`config.mk`:
```
export PLATFORM = sky130hd
export DESIGN_NAME = spi_window_receiver
export DESIGN_NICKNAME = d
export VERILOG_FILES = /design/src/rtl/spi_window_receiver.sv
export SDC_FILE = /design/constraint.sdc
export NUM_CORES = 1
export LEC_CHECK = 0
export ABC_CLOCK_PERIOD_IN_PS = 1800
export CAP_MARGIN = 10
export CORE_MARGIN = 1.5
export CORE_UTILIZATION = 45
export DETAILED_ROUTE_END_ITERATION = 8
export PLACE_DENSITY = 0.78
export SYNTH_ARGS = -nofsm -noshare
export SYNTH_HDL_FRONTEND = slang
export SYNTH_SLANG_ARGS = --single-unit
```
`constraint.sdc`:
```
create_clock -name mainClk -period 1.8 [get_ports mainClk]
set_input_delay 0.36 -clock mainClk [delete_from_list [all_inputs] [get_ports mainClk]]
set_output_delay 0.36 -clock mainClk [all_outputs]
set_load 0.01 [all_outputs]
```
`src/rtl/spi_window_receiver.sv`:
```
// rtl/spi_window_receiver.sv - SPI column receiver building a sliding ROWSxCOLS pixel window
module spi_window_receiver #(
  parameter int PIXEL_BITS = 4,
  parameter int ROWS       = 3,
  parameter int COLS       = 3,
  parameter int FRAME_BITS = 16,
  parameter int IMG_WIDTH  = 640,
  parameter int IMG_HEIGHT = 480
) (
  input  logic                                mainClk,
  input  logic                                nreset,
  input  logic                                spiClk,
  input  logic                                sdi,
  input  logic                                ncs,
  output logic [ROWS*COLS*PIXEL_BITS-1:0]     pixelWindow,
  output logic                                windowValid,
  input  logic                                windowReady,
  output logic [$clog2(IMG_WIDTH)-1:0]        spiXVal,
  output logic [$clog2(IMG_HEIGHT)-1:0]       spiYVal,
  output logic                                overrun,
  output logic                                frameDone
);

  localparam int CW = ROWS * PIXEL_BITS;
  localparam int XW = $clog2(IMG_WIDTH);
  localparam int YW = $clog2(IMG_HEIGHT);
  localparam int BW = $clog2(FRAME_BITS + 1);
  localparam int FW = $clog2(COLS + 1);

  localparam logic [XW-1:0] XMAX     = XW'(IMG_WIDTH - 1);
  localparam logic [YW-1:0] YMAX     = YW'(IMG_HEIGHT - 1);
  localparam logic [BW-1:0] LAST_BIT = BW'(FRAME_BITS - 1);
  localparam logic [FW-1:0] FULL     = FW'(COLS);

  localparam logic [1:0] ST_IDLE     = 2'd0;
  localparam logic [1:0] ST_SHIFT    = 2'd1;
  localparam logic [1:0] ST_COMPLETE = 2'd2;

  logic [1:0]            sclkSync, sdiSync, ncsSync;
  logic                  sclkDly, ncsDly;
  logic                  armed;
  logic [FRAME_BITS-1:0] shiftReg;
  logic [BW-1:0]         bitCount;
  logic [1:0]            state;
  logic [CW-1:0]         colStore [COLS];
  logic [XW-1:0]         nextX;
  logic [YW-1:0]         nextY;
  logic [FW-1:0]         colFill;

  logic                  sclkRise, ncsRise;
  logic                  accept, drop;
  logic                  lineEnd, frameEnd;
  logic [FW-1:0]         fillNext;
  logic                  unusedPad;

  assign sclkRise = sclkSync[1] & ~sclkDly;
  assign ncsRise  = ncsSync[1] & ~ncsDly;

  // A finished word is dropped only when the previous window is still pending
  assign drop     = (state == ST_COMPLETE) && windowValid && !windowReady;
  assign accept   = (state == ST_COMPLETE) && !(windowValid && !windowReady);
  assign lineEnd  = (nextX == XMAX);
  assign frameEnd = lineEnd && (nextY == YMAX);
  assign fillNext = (nextX == '0) ? FW'(1) :
                    ((colFill >= FULL) ? FULL : colFill + FW'(1));

  // The top shift bit falls off the register and is padding anyway
  assign unusedPad = shiftReg[FRAME_BITS-1];

  // Synchronize the SPI pins and keep one-cycle-old copies for edge detection
  always_ff @(posedge mainClk or negedge nreset) begin
    if (!nreset) begin
      sclkSync <= '0;
      sdiSync  <= '0;
      ncsSync  <= '0;
      sclkDly  <= 1'b0;
      ncsDly   <= 1'b0;
      armed    <= 1'b0;
    end else begin
      sclkSync <= {sclkSync[0], spiClk};
      sdiSync  <= {sdiSync[0], sdi};
      ncsSync  <= {ncsSync[0], ncs};
      sclkDly  <= sclkSync[1];
      ncsDly   <= ncsSync[1];
      // a transfer already running at reset release is skipped until ncs idles high
      armed    <= armed | ncsSync[1];
    end
  end

  // Receiver FSM: shift bits while selected, flag a complete word for one cycle
  always_ff @(posedge mainClk or negedge nreset) begin
    if (!nreset) begin
      state    <= ST_IDLE;
      shiftReg <= '0;
      bitCount <= '0;
    end else begin
      case (state)
        ST_IDLE: begin
          bitCount <= '0;
          if (armed && !ncsSync[1]) state <= ST_SHIFT;
        end
        ST_SHIFT: begin
          if (ncsRise) begin
            state    <= ST_IDLE;
            bitCount <= '0;
          end else if (sclkRise) begin
            shiftReg <= {shiftReg[FRAME_BITS-2:0], sdiSync[1]};
            if (bitCount == LAST_BIT) begin
              bitCount <= '0;
              state    <= ST_COMPLETE;
            end else begin
              bitCount <= bitCount + BW'(1);
            end
          end
        end
        ST_COMPLETE: begin
          state <= ncsSync[1] ? ST_IDLE : ST_SHIFT;
        end
        default: state <= ST_IDLE;
      endcase
    end
  end

  // Column store, coordinates, window handshake and status flags
  always_ff @(posedge mainClk or negedge nreset) begin
    if (!nreset) begin
      for (int c = 0; c < COLS; c++) colStore[c] <= '0;
      nextX       <= '0;
      nextY       <= '0;
      spiXVal     <= '0;
      spiYVal     <= '0;
      colFill     <= '0;
      windowValid <= 1'b0;
      overrun     <= 1'b0;
      frameDone   <= 1'b0;
    end else begin
      frameDone <= 1'b0;
      if (accept) begin
        for (int c = 0; c < COLS - 1; c++) colStore[c] <= colStore[c+1];
        colStore[COLS-1] <= shiftReg[CW-1:0];
        spiXVal <= nextX;
        spiYVal <= nextY;
        nextX   <= lineEnd ? '0 : nextX + XW'(1);
        if (lineEnd) nextY <= frameEnd ? '0 : nextY + YW'(1);
        colFill     <= fillNext;
        // windows that would straddle a line boundary are never presented
        windowValid <= (fillNext >= FULL);
        frameDone   <= frameEnd;
      end else if (windowValid && windowReady) begin
        windowValid <= 1'b0;
      end
      if (drop) overrun <= 1'b1;
    end
  end

  // Present the store as [row][col]; row 0 is the most significant pixel of a column word
  for (genvar r = 0; r < ROWS; r++) begin : g_row
    for (genvar c = 0; c < COLS; c++) begin : g_col
      assign pixelWindow[(r*COLS+c)*PIXEL_BITS +: PIXEL_BITS] =
        colStore[c][(ROWS-1-r)*PIXEL_BITS +: PIXEL_BITS];
    end
  end

endmodule

```
# Yosys cells after proc, flatten, opt, wreduce, memory -nomap -nowiden
# Index checks and enable logic that the tools add are counted.
# word_totals
reg_bits,107
latchBits,0
mem_bits_rw,0
mem_bits_ro,0
inputBits,6
out_inout_bits,58
word_cells,75
n_memories,0
# classes
n_addsub,4
mul,0
div,0
n_lt_le_gt_ge,2
eq_ne,8
shifts,0
muxes,17
bitwise,6
reduce_logical,18
# ops
operator,count
2-to-1 mux 5 bit,3
2-to-1 mux 2 bit,6
"adder 10 x 1 -> 10 bit, second input constant",1
"== test 10 bit, second input constant",1
zero test 10 bit,1
2-to-1 mux 10 bit,1
case mux 5 bit (2 select lines),1
"adder 9 x 1 -> 9 bit, second input constant",1
"== test 9 bit, second input constant",1
2-to-1 mux 9 bit,1
logical AND 1 bit,7
"inequality test 3 bit, second input constant",2
case mux 2 bit (3 select lines),1
AND reduction 3 bit,2
"adder 5 x 1 -> 5 bit, second input constant",1
"== test 5 x 4 -> 1 bit, second input constant",1
">= comparator 2 bit, second input constant",2
2-to-1 mux 1 bit,4
AND reduction 2 bit,2
nonzero test 2 bit,2
zero test 1 bit,3
inverter 1 bit,3
"adder 2 x 1 -> 2 bit, second input constant",1
bitwise AND 1 bit,2
other kinds (5),5

# Logic depth before layout (Yosys ltp)
# Gate-level depths: netlist of run 1.
# logic_depth
depth_word,5
mapped_depth,7

# Worst setup path after synthesis of run 1
# No wires, ideal clock.
# synth_timing
path_kind,reg-to-reg
start,register ncsSync[1]
end,register shiftReg[10]
arrival_ns,1.474
required_time_ns,1.675
slack_ns,0.202
stages_incl_launch_ff,6
cell_sequence,dfrtp_1 -> nand2b_1 -> nand2_1 -> nor3_2 -> buf_2 -> mux2_2
# synth_via
elab_chain_len,3
# synth_lines
item,line_no,rtl
"start, declared",39,"logic [1:0] sclkSync, sdiSync, ncsSync;"
"start signal, assigned",82,"ncsSync <= {ncsSync[0], ncs};"
bitwise AND 1 bit,57,assign ncsRise = ncsSync[1] & ~ncsDly;
inverter 1 bit (no line),--,
AND reduction 3 bit (no line),--,
"end signal, assigned",107,"shiftReg <= {shiftReg[FRAME_BITS-2:0], sdiSync[1]};"
"end, declared",42,logic [FRAME_BITS-1:0] shiftReg;
# Every way passes these cells.
# A chain may end at the register's enable or synchronous reset.

# Worst setup path in the final report of run 1
# layout_timing
start,register state[0]
end,register nextY[6]
# layout_via
elab_chain_len,3
# layout_lines
item,line_no,rtl
"start, declared",44,logic [1:0] state;
"start signal, assigned",117,state <= ncsSync[1] ? ST_IDLE : ST_SHIFT;
== test 2 bit,61,assign accept = (state == ST_COMPLETE) && !(windowValid && !windowReady);
logical AND 1 bit,61,
AND reduction 2 bit (no line),--,
"end signal, assigned",144,if (lineEnd) nextY <= frameEnd ? '0 : nextY + YW'(1);
"end, declared",47,logic [YW-1:0] nextY;
# Every way passes these cells.

==> results.cfg, run 1 <==
[status]
status = complete, no violations

[die]
ios = 64
rows = 35
coreArea_um2 = 9280
die_area_um2 = 10200
start_util_pct = 46.7
die_h_um = 101
die_w_um = 101

[synthesis]
synth_top_family_by_area = simple AND/OR/NAND/NOR gates
synth_flop_cell = dfrtp_1
synth-edff-count = 0
postSynthCellCount = 425
ys_types = 46
synth-seq-area-share_pct = 61.7
synth-adder-area-share_pct = 1.15
syn_area_um2 = 4340
synth_warnings = 0
synth_simple_gate_area_share_pct = 23.7
syn_avg_cell_area_um2 = 10.2
syn-num-nets = 435
synth-compound-area-share_pct = 5.60
ys_ff_latch = 107
async_flop_share_pct = 100
synth_xor_area_share_pct = 1.62
synthMuxAreaShare_pct = 3.84

[cells_and_area]
post_route_cells_drive_above_1_share_pct = 10.7
area_growth_pct = 24.1
utilization_pct = 58.0
n_antenna_cell = 0
nNetsFinal = 502
stdcell_count = 626
num-fill-cells = 812

[sta]
slew-limit-headroom_pct = 62.9
setup_viol = 0
fin_worst_skew_ps = 21.1
setup_ws_ps = 68.8
period_minus_slack_ps = 1730
fin_crit_sh_pct = 96.2
grt_setup_unrepaired = no
hold_viol = 0
drv_slew = 0
worst_slew_pin_slew_ps = 556
fmax_mhz = 578

[grt]
gr-total-overflow = 0
grt_pass1_vias = 3122
track_usage_pct = 18.6
grt_pass1_wl_mm = 14.9
grt_max_degree = 108
antenna_found_initial = 0

[placement]
io_buffers = 63
hpwl_mm = 5.83
gp_congestion = 0.823
pre_cts_ws_ps = -238
dp_cells = 610

[drt]
vias = 3122
initialDrtViolationCount = 193
routed_wl_mm = 8.78
drt_pass1_iterations = 4
antenna_left = 0
via_per_inst = 4.99
drc = 0
wl_per_cell_um = 14.0

[setup_path]
crit_path_start_kind = flip-flop
arrival_ps = 1980
cp_max_fo = 10
worstPathRequired_ps = 2050
critPathKind = flip-flop to flip-flop
end_kind = flip-flop

[cts]
ctsHoldBuffers = 0
cts.sinks = 107
cts_made_buffers = 9
cts_setup_buffers = 0
htreeDepth = 3
cts_tree = done
worst_skew_pair.late_latency_ps = 390
cts-root-buf = clkbuf_8
path_clk_slew_ps = 120
clockBufferDepth = 2

[flow_run]
drv_cap = 0

[min_path]
worstHoldPathType = input port to async pin

[power_and_ir_drop]
max-vdd-ir-drop_mv = 0.660
p_leak_uw = 0.00258
p_per_area_nw_per_um2 = 791
area by class of cell:
class,instances,area (µm²),share of cell area [%]
clock buffer,9,124,2.30
clock inverter,7,77.6,1.44
inverter,5,18.8,0.349
multi-input combinational,295,1570,29.2
sequential,107,2680,49.8
tap,129,161,3.00
timing repair buffer,74,748,13.9
power by group:
part | switching, µW | total (µW) | internal, µW
clock | 915 | 1470 | 556
sequential | 79.4 | 2580 | 2500
combinational | 105 | 210 | 105
total | 1100 | 4260 | 3160
layout by cell type (no fill, tap or decap), types with 3 or more instances in the layout:
master	count
nand3_2	3
buf_4	9
inv_8	4
nor2_1	12
o21ai_0	11
nand2b_1	5
inv_1	5
nand4_1	4
nor3_1	3
mux2_2	13
buf_12	3
clkbuf_8	9
xnor2_1	5
nand3_1	10
and3_1	3
xor2_1	3
or4_1	4
a21oi_1	5
o31ai_1	9
clkdlybuf4s50_1	62
nand2_1	169
ha_1	3
dfrtp_1	106
routing by layer:
layer,GRT usage (%),share of wire [%],up-vias
met4,6.94,1.4,0
met1,25.2,46,1518
met5,0,0,-
li1,-,-,1535
met3,3.93,3.4,12
met2,29.9,49,57
cells in the mapped netlist (3+ instances only):
library cell / instances / area [µm²]
o21ai_0: 11 / 55.1
and3_1: 3 / 18.8
or4_1: 4 / 30.0
nand3_1: 11 / 55.1
inv_1: 5 / 18.8
buf_1: 6 / 22.5
nor2_1: 13 / 48.8
nand2b_1: 5 / 31.3
o31ai_1: 9 / 67.6
mux2_2: 13 / 146
a21oi_1: 5 / 25.0
clkbuf_1: 3 / 11.3
nand4_1: 4 / 25.0
ha_1: 4 / 50.1
nor3_1: 3 / 15.0
dfrtp_1: 107 / 2680
nand2_1: 169 / 634
xor2_1: 3 / 26.3
buf_2: 6 / 30.0
xnor2_1: 5 / 43.8
state kept, by name, indices dropped and copies added (netlist names), 2 cells and up:
signal       count
pixelWindow     36
shiftReg        12
nextX           10
spiXVal         10
nextY            9
spiYVal          9
bitCount         5
colFill          2
ncsSync          2
sclkSync         2
sdiSync          2
state            2
path summary, 6_finish.rpt:
path	start	endpoint	slack [ps]	cells after the start
min in group mainClk	ncsSync[0]	ncsSync[1]	360	0
max reg2reg	state[0]	nextY[6]	70	4
max	state[0]	nextY[6]	70	4
min reg2reg	ncsSync[0]	ncsSync[1]	360	0
min	nreset	pixelWindow[26]	10	2
max in group asynchronous	nreset	state[1]	1330	2
kinds of logic (layout without fill, tap and decap cells):
family                     Yosys count  after routing
and+or+nand+nor                    231            231
DFF                                107            107
AOI/OAI and AO/OA                   37             37
buffers and inverters               23             95
muxes                               15             15
xor gates and xnor gates             8              8
adders and majority gates            4              4
metrics by stage:
stage	TNS, ps	hold WS [ps]	instance area [µm²]	power [µW]
CTS	0	54.0	5370	4290
detailed placement	-1950	336	5170	2840
finish	0	13.7	5380	4260
global route	0	59.4	5380	4410
global placement	-1020	332	5170	2810
floorplan	0	64.4	4340	2720
worst max-delay path, stage by stage (launching register included):
cell     delay (ps)
dfrtp_1         450
and2b_2         350
nand4_2         300
o31ai_1         380
o31ai_1         130
timing repair:
action / CTS / global route
setup endpoints to repair: 1 / 7
gates cloned: 0 / 0
gates resized for setup: 1 / 3
pin swaps: 0 / 1
hold endpoints to repair: 0 / 0
Power figures use the tool's default switching activity.
==> run 2, diff against run 1 <==
==> constraint.sdc (replaced) <==
create_clock -name mainClk -period 1.8 [get_ports mainClk]
set_input_delay 0.18 -clock mainClk [delete_from_list [all_inputs] [get_ports mainClk]]
set_output_delay 0.18 -clock mainClk [all_outputs]
set_load 0.01 [all_outputs]
==> run 2 against run 1 <==
Compared with the run above: first-iteration DRC count decreased by 21%; fmax increased by 2.9%; die area unchanged; highest routed layer unchanged.
==> results.cfg, run 2 (synthesis gave the netlist of run 1 again) <==
[sta]
hold_viol = 0
setup_viol = 0
fin_worst_skew_ps = 11.4
period_minus_slack_ps = 1680
fin_setup_tns_ps = 0
fmax_mhz = 594
drv_slew = 0
fin_crit_sh_pct = 93.5
worst_slew_pin_slew_ps = 491
slew-limit-headroom_pct = 67.3
grt_setup_unrepaired = no

[drt]
wl_per_cell_um = 13.8
drt_pass1_iterations = 4
routed_wl_mm = 8.67
drc = 0
initialDrtViolationCount = 152
via_per_inst = 5.08
vias = 3184
antenna_left = 0

[cts]
cts_made_buffers = 9
cts.sinks = 107
path_clk_slew_ps = 100
cts_tree = done
worst_skew_pair.late_latency_ps = 370
htreeDepth = 3
cts-root-buf = clkbuf_8
clockBufferDepth = 2

[cells_and_area]
mostFrequentLayoutCells = 169 x nand2_1, 107 x dfrtp_1, 62 x clkdlybuf4s50_1
multi_input_area_um2 = 1580
num-fill-cells = 799
finish.instance_area_um2 = 5380
stdcell_count = 627
seq_area_um2 = 2680
largest_register_ffs = 36
layout_commonest_cell = nand2_1
post_route_cells_drive_above_1_share_pct = 10.2
n_antenna_cell = 0
area_growth_pct = 24.0
nNetsFinal = 503

[setup_path]
r2r_cells = 4
crit_path_start_kind = flip-flop
cp_max_fo = 7
rrSetupSlack_ps = 120
r2r_end = nextX[7]
worstPathRequired_ps = 2090
worstReg2RegStart = state[0]
critPathKind = flip-flop to flip-flop
end_kind = flip-flop
arrival_ps = 1980

[placement]
gp_congestion = 0.820
placed_cell_area_um2 = 5160
hpwl_mm = 5.92
io_buffers = 63
dp_cells = 608

[die]
start_util_pct = 46.7
die_w_um = 101
rows = 35
die_area_um2 = 10200
die_h_um = 101
coreArea_um2 = 9280
ios = 64

[min_path]
hold_path_startpoint = ncs
worstHoldPathType = input port to flip-flop
hold_depth = 1
min_delay_worst_endpoint = ncsSync[0]

[grt]
grt_max_degree = 52
grt_pass1_wl_mm = 14.6
busiest_layer = met2
gr-usage-met3_pct = 2.97
track_usage_pct = 18.2
grt_use_met2_pct = 29.9
antenna_found_initial = 0
met1_usage_pct = 24.2
grt_pass1_vias = 3051
gr-total-overflow = 0

[power_and_ir_drop]
p_leak_uw = 0.00257
p_per_area_nw_per_um2 = 773
max-vdd-ir-drop_mv = 0.439

[status]
status = complete, no violations

[flow_run]
drv_cap = 0
-- run 2: cell types whose count changed in the layout (fill, tap and decap cells not counted), sizes merged --
| cell | change |
|---|---|
| inv | -1 |
| clkinv | -1 |
| dlygate4sd3 | +1 |
| clkinvlp | +2 |
-- run 2: area by class of cell --
| cell class | count | area share (%) |
|---|---|---|
| clock inverter | 7 | 1.12 |
| multi-input combinational | 295 | 29.3 |
| timing repair buffer | 75 | 14.1 |
| tap | 129 | 3.00 |
| sequential | 107 | 49.8 |
| inverter | 5 | 0.349 |
| clock buffer | 9 | 2.30 |
-- run 2: critical path, cell delays in order, from the launching register on --
cell and delay, ps:
dfrtp_1 460, and2b_2 350, nand3_2 140, or4_1 490, a21oi_1 180
-- run 2: where the power goes --
| group | internal, µW | leakage (µW) | total, µW | switching [µW] |
|---|---|---|---|---|
| Clock | 525 | 0.0000844 | 1370 | 847 |
| Combinational | 107 | 0.00104 | 214 | 107 |
| Sequential | 2500 | 0.00145 | 2570 | 74.4 |
-- run 2: what timing repair did --
item / 4_1_cts / 5_1_grt
hold buffers: 1 / 0
hold endpoints to repair: 35 / 0
setup buffers: 0 / 2
setup endpoints to repair: 0 / 5
gates resized for setup: 0 / 3
-- run 2: layer usage --
metal  wire, µm  share of wire [%]
met2       4300                 50
met4        123                1.4
met3        265                3.1
met1       3980                 46
met5          0                  0
-- run 2: metrics by stage --
stage               utilization, %  hold slack (ps)  worst slack (ps)  total power (µW)
finish                        57.9              248               118              4160
global route                  57.9              229              1.18              4330
CTS                           57.6              233              77.8              4210
detailed placement            55.5              183              15.6              2840
global placement              55.5              171              48.7              2820
floorplan                        -             -116               202              2720
-- run 2: worst max path at each step --
stage	start	end	cells after the start
6_report	state[0]	nextX[7]	4
5_1_grt	ncsSync[1]	shiftReg[9]	5
4_1_cts	state[0]	nextX[7]	4
3_5_place_dp	windowReady	nextX[7]	5
3_3_place_gp	windowReady	nextY[6]	5
2_1_floorplan	ncsSync[1]	shiftReg[10]	5
==> run 3, diff against run 2 <==
--- a/config.mk
+++ b/config.mk
@@ -7,10 +7,10 @@
 export LEC_CHECK = 0
 export ABC_CLOCK_PERIOD_IN_PS = 1800
 export CAP_MARGIN = 10
-export CORE_MARGIN = 1.5
 export CORE_UTILIZATION = 45
 export DETAILED_ROUTE_END_ITERATION = 8
 export PLACE_DENSITY = 0.78
+export RECOVER_POWER = 50
 export SYNTH_ARGS = -nofsm -noshare
 export SYNTH_HDL_FRONTEND = slang
 export SYNTH_SLANG_ARGS = --single-unit
==> run 3 against run 2 <==
Compared with the run above: cell count increased by 0.16%; sequential share of layout area barely moved; hold slack improved by 110 ps; combinational power about the same; largest power group unchanged; sequential cell count did not move; design area is essentially flat; critical path depth grew 1; die area shrank 2.0%.
==> results.cfg, run 3 (synthesis gave the netlist of run 1 again) <==
[cells_and_area]
post_route_cells_drive_above_1_share_pct = 10.4
utilization_pct = 58.0
mostFrequentLayoutCells = 170 x nand2_1, 106 x dfrtp_1, 57 x clkdlybuf4s50_1
n_antenna_cell = 0
largest_register_ffs = 36
nNetsFinal = 504
layout_commonest_cell = nand2_1
area_growth_pct = 24.0

[die]
rows = 35
ios = 64
coreArea_um2 = 9280
die_area_um2 = 10000
start_util_pct = 46.7
die_h_um = 100
die_w_um = 100

[setup_path]
cp_slowest_stage_delay_ps = 430
worstPathRequired_ps = 2050
end_kind = flip-flop
arrival_ps = 1880
critPathKind = flip-flop to flip-flop
worst-path-buf-inv = 1
path_cells = nand2b_1, nand2_1, nor3_2, buf_4, mux2_2
path_delay_family = simple AND/OR/NAND/NOR gates
cp_max_fo = 12
crit_path_start_kind = flip-flop
cp_slowest_cell = dfrtp_1

[sta]
hold_viol = 0
fin_setup_tns_ps = 0
slew-limit-headroom_pct = 37.1
fin_crit_sh_pct = 90.6
fin_worst_skew_ps = 16.1
drv_slew = 0
period_minus_slack_ps = 1630
worst_slew_pin_slew_ps = 943
fmax_mhz = 613
setup_viol = 0
grt_setup_unrepaired = no

[drt]
routed_wl_mm = 8.34
drt_pass1_iterations = 4
initialDrtViolationCount = 199
vias = 3203
drc = 0
wl_per_cell_um = 13.3
antenna_left = 0
via_per_inst = 5.10

[flow_run]
drv_cap = 0

[grt]
grt_pass1_vias = 3040
gr-total-overflow = 0
grt_max_degree = 41
grt_pass1_wl_mm = 14.4
antenna_found_initial = 0
track_usage_pct = 18.2

[status]
status = complete, no violations

[power_and_ir_drop]
share_comb_of_total_power_pct = 5.1
power_frac_seq_pct = 61.5
max-vdd-ir-drop_mv = 0.603
netSwitchingPower_uw = 1030
p_int_uw = 3140
p_per_area_nw_per_um2 = 776
switching_share_pct = 24.7
p_clk_share_pct = 33.4
p_leak_uw = 0.00259

[min_path]
worstHoldPathType = flip-flop to flip-flop

[cts]
worst_skew_pair.late_latency_ps = 370
clockBufferDepth = 2
cts-root-buf = clkbuf_8
cts.sinks = 107
htreeDepth = 3
path_clk_slew_ps = 100
cts_made_buffers = 9
cts_tree = done

[placement]
hpwl_mm = 5.75
io_buffers = 63
gp_congestion = 0.862
## run 3: metrics by stage
stage	area, µm²	instances	hold WS (ps)	power, µW	setup WS [ps]
after floorplan	4340	425	-116	2720	202
after global placement	5160	609	173	2820	105
after detailed placement	5160	609	178	2840	56.0
after CTS	5370	626	225	4240	91.0
after global routing	5380	628	338	4370	10.4
final	5380	628	361	4180	169
## run 3: routing by layer
metal | share of wire (%) | vias up | global-route usage [%]
met4 | 1.1 | 0 | 7.13
li1 | - | 1546 | -
met5 | 0 | - | 0
met1 | 45 | 1575 | 24.1
met2 | 51 | 74 | 29.6
met3 | 3.4 | 8 | 3.55
## run 3: power by group through the flow
stage / combinational, µW / sequential, µW / clock [µW]
finish: 214 / 2570 / 1390
global route: 243 / 2580 / 1550
CTS: 221 / 2570 / 1450
detailed placement: 218 / 2620 / 0
global placement: 208 / 2610 / 0
floorplan: 129 / 2590 / 0
## run 3: worst register-to-register path, delay by kind of cell, from the launching register on
| family | cells | cell delay, ps |
|---|---|---|
| muxes | 1 | 360 |
| buffers and inverters | 1 | 240 |
| and+or+nand+nor | 3 | 500 |
| DFF | 1 | 430 |
## run 3: path summary, 6_finish.rpt
check                                  end         from  slack, ps  depth (start not counted)
max                            shiftReg[2]   ncsSync[1]        170                          5
min                            sclkSync[1]  sclkSync[0]        360                          0
max reg2reg                    shiftReg[2]   ncsSync[1]        170                          5
min reg2reg                    sclkSync[1]  sclkSync[0]        360                          0
max in group asynchronous          sclkDly       nreset        590                          3
min in group asynchronous  pixelWindow[16]       nreset        490                          2
## run 3: repair_timing
item | 4_1_cts | 5_1_grt
setup buffers | 0 | 2
endpoints found under the setup margin | 0 | 9
hold endpoints to repair | 33 | 0
hold buffers | 1 | 0
gates resized for setup | 0 | 3
## run 3: final cells by class
type	count	area (µm²)
fill	788	3900
timing repair buffer	76	761
multi-input combinational	295	1570
sequential	107	2680
tap	129	161
clock inverter	7	70.1
clock buffer	9	124
inverter	5	18.8
